==> config.mk <==
export PLATFORM = sky130hd
export DESIGN_NAME = alu_dsp_dual
export DESIGN_NICKNAME = d
export VERILOG_FILES = /design/src/rtl/alu_dsp_dual.sv
export SDC_FILE = /design/constraint.sdc
export NUM_CORES = 2
export LEC_CHECK = 0
export BUFFER_PORTS_ARGS = -buffer_cell sky130_fd_sc_hd__buf_4
export CORE_ASPECT_RATIO = 0.9
export CORE_MARGIN = 1.5
export CORE_UTILIZATION = 64
export DETAILED_ROUTE_END_ITERATION = 8
export GPL_TIMING_DRIVEN = 1
export PLACE_DENSITY = 0.83
export SLEW_MARGIN = 20
export SYNTH_ARGS = -nofsm -noshare
export SYNTH_HDL_FRONTEND = slang
export SYNTH_SLANG_ARGS = --single-unit
==> constraint.sdc <==
create_clock -name clk -period 7.9 [get_ports clk]
set_input_delay 0.79 -clock clk [delete_from_list [all_inputs] [get_ports clk]]
set_output_delay 0.79 -clock clk [all_outputs]
set_load 0.02 [all_outputs]
==> src/rtl/alu_dsp_dual.sv <==
// Dual-channel DSP multiply-add responder: three register stages per channel,
// shared opcode, sticky signed-overflow flags, P feedback for accumulation.
module alu_dsp_dual #(
    parameter int AW = 18,
    parameter int PW = 48
) (
    input  logic          clk,
    input  logic          reset_n,
    input  logic [7:0]    dsp_op,
    input  logic [AW-1:0] dsp_al,
    input  logic [AW-1:0] dsp_bl,
    input  logic [PW-1:0] dsp_cl,
    input  logic [AW-1:0] dsp_ar,
    input  logic [AW-1:0] dsp_br,
    input  logic [PW-1:0] dsp_cr,
    input  logic          ovf_clr,
    output logic [PW-1:0] dsp_pl,
    output logic [PW-1:0] dsp_pr,
    output logic          p_valid,
    output logic          ovf_l,
    output logic          ovf_r
);

    localparam int MW = 2 * AW;

    // Stage 1: captured command
    logic [4:0]    op1_q;
    logic          v1_q;
    logic [AW-1:0] al1_q, bl1_q, ar1_q, br1_q;
    logic [PW-1:0] cl1_q, cr1_q;

    // Stage 2: product plus delayed operands
    logic [4:0]    op2_q;
    logic          v2_q;
    logic [AW-1:0] al2_q, ar2_q;
    logic [PW-1:0] cl2_q, cr2_q;
    logic [PW-1:0] ml2_q, mr2_q;
    logic [PW-1:0] ml2_d, mr2_d;

    // Stage 3: result registers
    logic [PW-1:0] pl_q, pr_q, pl_d, pr_d;
    logic          pv_q, pv_d;
    logic          ovl_q, ovr_q, ovl_d, ovr_d;

    logic signed [MW-1:0] prod_l, prod_r;
    logic [PW-1:0]        sum_l, sum_r;
    logic                 ovf_new_l, ovf_new_r;

    // X/Z mux, add or subtract, and signed overflow for one channel.
    // Returned as {overflow, result}.
    function automatic logic [PW:0] mac(
        input logic [4:0]    op,
        input logic [AW-1:0] a,
        input logic [PW-1:0] m,
        input logic [PW-1:0] c,
        input logic [PW-1:0] p
    );
        logic [PW-1:0] x;
        logic [PW-1:0] z;
        logic [PW-1:0] r;
        logic          ov;
        case (op[1:0])
            2'b01:   x = m;
            2'b10:   x = {{(PW-AW){a[AW-1]}}, a};
            default: x = '0;
        endcase
        case (op[3:2])
            2'b01:   z = c;
            2'b10:   z = p;
            default: z = '0;
        endcase
        if (op[4]) begin
            r  = z - x;
            ov = (z[PW-1] != x[PW-1]) && (r[PW-1] != z[PW-1]);
        end else begin
            r  = z + x;
            ov = (z[PW-1] == x[PW-1]) && (r[PW-1] != z[PW-1]);
        end
        return {ov, r};
    endfunction

    always_comb begin
        prod_l = $signed(al1_q) * $signed(bl1_q);
        prod_r = $signed(ar1_q) * $signed(br1_q);
        ml2_d  = {{(PW-MW){prod_l[MW-1]}}, prod_l};
        mr2_d  = {{(PW-MW){prod_r[MW-1]}}, prod_r};
    end

    always_comb begin
        {ovf_new_l, sum_l} = mac(op2_q, al2_q, ml2_q, cl2_q, pl_q);
        {ovf_new_r, sum_r} = mac(op2_q, ar2_q, mr2_q, cr2_q, pr_q);
        pv_d  = v2_q;
        pl_d  = v2_q ? sum_l : pl_q;
        pr_d  = v2_q ? sum_r : pr_q;
        // A fresh overflow takes priority over a clear in the same cycle.
        ovl_d = (ovl_q & ~ovf_clr) | (v2_q & ovf_new_l);
        ovr_d = (ovr_q & ~ovf_clr) | (v2_q & ovf_new_r);
    end

    always_ff @(posedge clk or negedge reset_n) begin
        if (!reset_n) begin
            op1_q <= '0;
            v1_q  <= 1'b0;
            al1_q <= '0;
            bl1_q <= '0;
            ar1_q <= '0;
            br1_q <= '0;
            cl1_q <= '0;
            cr1_q <= '0;
            op2_q <= '0;
            v2_q  <= 1'b0;
            al2_q <= '0;
            ar2_q <= '0;
            cl2_q <= '0;
            cr2_q <= '0;
            ml2_q <= '0;
            mr2_q <= '0;
            pl_q  <= '0;
            pr_q  <= '0;
            pv_q  <= 1'b0;
            ovl_q <= 1'b0;
            ovr_q <= 1'b0;
        end else begin
            op1_q <= dsp_op[4:0];
            v1_q  <= (dsp_op != 8'h00);
            al1_q <= dsp_al;
            bl1_q <= dsp_bl;
            ar1_q <= dsp_ar;
            br1_q <= dsp_br;
            cl1_q <= dsp_cl;
            cr1_q <= dsp_cr;

            op2_q <= op1_q;
            v2_q  <= v1_q;
            al2_q <= al1_q;
            ar2_q <= ar1_q;
            cl2_q <= cl1_q;
            cr2_q <= cr1_q;
            ml2_q <= ml2_d;
            mr2_q <= mr2_d;

            pl_q  <= pl_d;
            pr_q  <= pr_d;
            pv_q  <= pv_d;
            ovl_q <= ovl_d;
            ovr_q <= ovr_d;
        end
    end

    assign dsp_pl  = pl_q;
    assign dsp_pr  = pr_q;
    assign p_valid = pv_q;
    assign ovf_l   = ovl_q;
    assign ovf_r   = ovr_q;

endmodule

Yosys cells after proc, flatten, opt, wreduce, memory -nomap -nowiden
Index checks and enable logic that the tools add are counted.

Bits in writable memories: 0. Bits in read-only memories: 0. Word-level logic and storage cells: 59. Register bits: 483. Bits in latches: 0. Memories: 0. Output and inout bits: 99.

Add/subtract/negate cells: 4. Multiplexer cells: 8. Eq/ne operators: 12. Multipliers: 2. Div/mod/pow operators: 0. Bitwise operators: 7. $lt $le $gt $ge: 0. Shift operators: 0. Reduce and logical (&&, ||, !) cells: 5.

Operators with widths (count): 48-bit one-hot mux with 2 select lines (4); 48-bit adder (2); 48-bit two-way mux (2); 48-bit subtractor (2); 18-bit by 18-bit multiplier with 36-bit output (2); 8-bit nonzero test (1); 1-bit inequality test (6); 1-bit AND (4); 2-bit by 1-bit == test with 1-bit output (second input constant) (2); 2-bit == test (second input constant) (2); 1-bit logical AND (4); 1-bit == test (2); 1-bit two-way mux (2); 1-bit bitwise OR (2); 1-bit inverter (1).

Depth between registers and ports, before layout
Depth in word-level cells: 8. Gate-level depth with buffers: 28.

Worst setup path after synthesis
OpenSTA, ideal clock, no wires.

Path type: flip-flop to flip-flop. From: reg bl1_q[9]. To: reg ml2_q[34]. Required time: 7820 ps. Cell stages (with the launch flop): 26. Slack: 1422 ps. Arrival: 6398 ps. Path buffers: 2. Setup time: 80 ps. Cell sequence: dfrtp_1 clkbuf_1 clkbuf_1 nand2_1 fa_1 inv_1 fa_1 inv_1 fa_1 inv_1 fa_1 fa_1 inv_1 fa_1 inv_1 ha_1 a21o_1 a21oi_1 a21boi_0 a311o_1 o211a_1 a21bo_2 a2111oi_2 o41ai_1 a21oi_1 xnor2_1.

Cells in the longest elaborated chain, start to end: 1.

Ends and longest elaborated chain: start: declaration (line 29) `logic [AW-1:0] al1_q, bl1_q, ar1_q, br1_q;`; start signal: assignment (line 127) `bl1_q <= dsp_bl;`; 18-bit by 18-bit multiplier with 36-bit output (line 83) `prod_l = $signed(al1_q) * $signed(bl1_q);`; via prod_l[34] (line 45) `logic signed [MW-1:0] prod_l, prod_r;`; end signal: assignment (line 139) `ml2_q <= ml2_d;`; end: declaration (line 37) `logic [PW-1:0] ml2_q, mr2_q;`.

The timed path passes the listed nets, and every way through them passes these cells. A chain may end at the register's enable or synchronous reset.

Worst setup path in the final report
From: reg ar1_q[17]. To: reg mr2_q[35] (netlist name).

Cells in the longest elaborated chain, start to end: 1.

Ends and longest elaborated chain: start: declaration (line 29); start signal: assignment (line 128) `ar1_q <= dsp_ar;`; 18-bit by 18-bit multiplier with 36-bit output (line 84) `prod_r = $signed(ar1_q) * $signed(br1_q);`; via prod_r[35] (line 45).

The timed path passes the listed nets, and every way through them passes these cells.

==> impl_results.md <==
- Status: complete, no violations
- Fill cells: 5822
- Vias: 39500
- Largest net degree at the start of global routing: 119
- CTS root buffer: clkbuf_16
- Tmin final: 7110 ps
- Number of buffers on the longest clock path: 3
- Critical path fanouts, max: 19
- GP Congestion: 0.978
- Slew @ Worst Pin: 904 ps
- Via/cell ratio: 5.96
- Final instance area: 54800 um2
- Net Sw Frac: 49.3%
- Pwr Density: 510 nW/um2
- Post-CTS Hold Fix Bufs: 0
- Number of antenna diodes: 0
- Layout Cells excl Fill: 6621
- Clock power share: 9.1%
- Mapped Avg Cell Area: 9.28 um2
- Total GRT Usage: 35.2%
- WHS: 144 ps
- Setup TNS: 0 ps
- CP Buf/Inv Count: 5
- Int Pwr: 14200 uW
- Crit Path Class: flip-flop to flip-flop
- DR iter-0 viols: 3747
- Clk sink count: 483
- Skew final: 34.6 ps
- Comb power frac: 77.5%
- Worst path cell trace: nand2_1 > inv_1 > fa_1 > inv_1 > fa_1 > fa_1 > inv_1 > fa_1 > fa_1 > inv_1 > fa_1 > inv_1 > ha_1 > and3_1 > and3_1 > a31oi_1 > o21ai_0 > o41ai_2 > o21ai_0 > nand2b_1 > a31oi_1 > o21bai_1 > a21oi_1 > xnor2_1
- Drt wl/cell: 21.0 um
- Hold Crit Class: primary input to async pin
- Most frequent cells in the layout: inv_1 (950), fa_1 (662), dfrtp_1 (481), nand2_1 (453), nor2_1 (399)
- Num ports: 278
- Initial Util: 64.7%
- Clk slew on worst S/H paths: 60 ps
- Post-DP HPWL: 109000 um
- # port buffers: 277
- Final setup fails: 0
- Number of buffers created by CTS: 53
- Final Net Count: 6759
- Fraction of layout cells with a size suffix above 1: 8.94%
- Unrepaired setup endpoints after global routing: no
- First drt pass iteration count: 7
- Critical Path Sink Type: flip-flop
- Maximum vdd drop: 1.00 mV
- Core ar.: 77800 um2
- Maxcap violations: 0
- Seq pwr share: 13.4%
- CTS tree: built
- Yosys top cell by area: fa_1
- Antenna violations before repair: 3
- Post-synthesis cell count: 5425
- Total Wirelength: 139000 um
- Cell area after synthesis: 50300 um2
- DRC: 0
- Cell Count Post-Placement: 6524
- Clock H-tree levels: 2
- Slew Limit Fails: 0
- CP peak stage delay: 820 ps
- Sequential area share after synthesis: 24.0%
- Vias in the first global route: 40600
- Post-CTS resize count: 0
- Placed instance area: 53000 um2
- Most used cell, CP: fa_1
- Row cnt: 97
- Register Area: 12100 um2
- Top_reg_cell synth: dfrtp_1
- Number of hold violations in the final report: 0
- Detail Route Antenna Nets: 0
- Synth Net Count: 6644
- Most common cell after layout, fill and taps aside: inv_1
- Slew headroom: 39.7%
- Multi-input logic area: 33700 um2
- Post-CTS Setup Bufs: 0
- NetSw: 13800 uW
- Crit path DAT: 7610 ps
- Final Core Density: 70.4%
- Post-synth top area share: 26.3%
- Cell family with most CP delay: adder cells
- Slowest-stage cell, CP: dfrtp_1
- First-pass GRT wire length: 223000 um
- Post-synth EDFFs: 0
- Die Height: 269 um
- Leak: 0.0268 uW
- Yosys reg bits: 483
- Clock latency on the worst-skew pair: 650 ps
- Distinct cells, synth: 90
- Die Area: 80300 um2
- Area contributors post-synth: fa_1 (26%), dfrtp_1 (24%), ha_1 (9.4%)
- Worst path required time: 8400 ps
- Grt total ovfl: 0
- Fin crit share: 89.9%
- Worst setup SP type: flip-flop
- Synthesis Warnings: 0
- DIE WIDTH: 299 um
- Fmax: 141 MHz
- Asr flop ratio synth: 100%
- Area growth syn-to-layout: 8.91%
[worst paths after layout]
| check | cells past startpoint | to | slack [ps] | start |
|---|---|---|---|---|
| hold / removal | 1 | cl2_q[7]$_DFF_PN0_ | 140 | reset_n |
| setup / recovery | 24 | mr2_q[35]$_DFF_PN0_ | 790 | ar1_q[17]$_DFF_PN0_ |
| min in group clk | 1 | bl1_q[8]$_DFF_PN0_ | 240 | dsp_bl[8] |
| max in group asynchronous | 3 | ar1_q[15]$_DFF_PN0_ | 6010 | reset_n |
| setup reg to reg | 24 | mr2_q[35]$_DFF_PN0_ | 790 | ar1_q[17]$_DFF_PN0_ |
| hold reg to reg | 0 | cr2_q[15]$_DFF_PN0_ | 340 | cr1_q[15]$_DFF_PN0_ |
[layer usage]
layer | share of wire, % | global-route usage [%] | routed length [um]
met2 | 44 | 54.0 | 61800
met5 | 0.0086 | 0 | 12
met4 | 2.3 | 9.00 | 3190
met1 | 43 | 50.9 | 59200
met3 | 11 | 8.03 | 14800
[metrics by stage]
step | total power (uW) | setup slack (ps)
6_report | 27900 | 794
5_1_grt | 30700 | 349
4_1_cts | 27800 | 873
3_5_place_dp | 25000 | 943
3_3_place_gp | 24200 | 1090
2_1_floorplan | 19700 | 1420
[sequential cells by signal, summed over array words and instances (netlist names), 18 cells and up]
name / count
cl2_q: 48
mr2_q: 36
bl1_q: 18
ar1_q: 18
ar2_q: 18
cr2_q: 48
al2_q: 18
al1_q: 18
cl1_q: 48
dsp_pr: 48
ml2_q: 36
dsp_pl: 48
cr1_q: 48
br1_q: 18
[kinds of logic after synthesis]
logic type,after synthesis,synth area share (%)
AND/OR/NAND/NOR,1479,14.0
multiplexers,54,1.18
flip-flops,483,24.0
XOR/XNOR,163,2.84
AO/OA/AOI/OAI,1010,13.2
buffers and inverters,1196,8.98
adder cells (fa/ha/maj),1040,35.7
[power by group through the flow]
stage	sequential [uW]	clock (uW)	combinational, uW
finish	3740	2550	21600
global route	3790	2680	24300
CTS	3730	2590	21400
detailed placement	3770	0	21200
global placement	3750	0	20400
floorplan	3830	0	15900
[synth_stat cells, types with 65 or more instances]
cell type	number
dfrtp_1	483
a21o_1	65
inv_1	950
a22oi_1	135
clkbuf_1	216
xnor2_1	144
o21ai_0	132
and2_1	325
ha_1	378
nor2_1	399
fa_1	662
nand2_1	453
a21oi_1	329
[final cells by class]
type / count / area share, %
tap: 1039 / 2.37
clock buffer: 69 / 2.68
timing repair buffer: 304 / 4.25
inverter: 952 / 6.52
multi-input combinational: 3746 / 61.6
sequential: 483 / 22.1
clock inverter: 28 / 0.541
(Power assumes the default switching activity.)
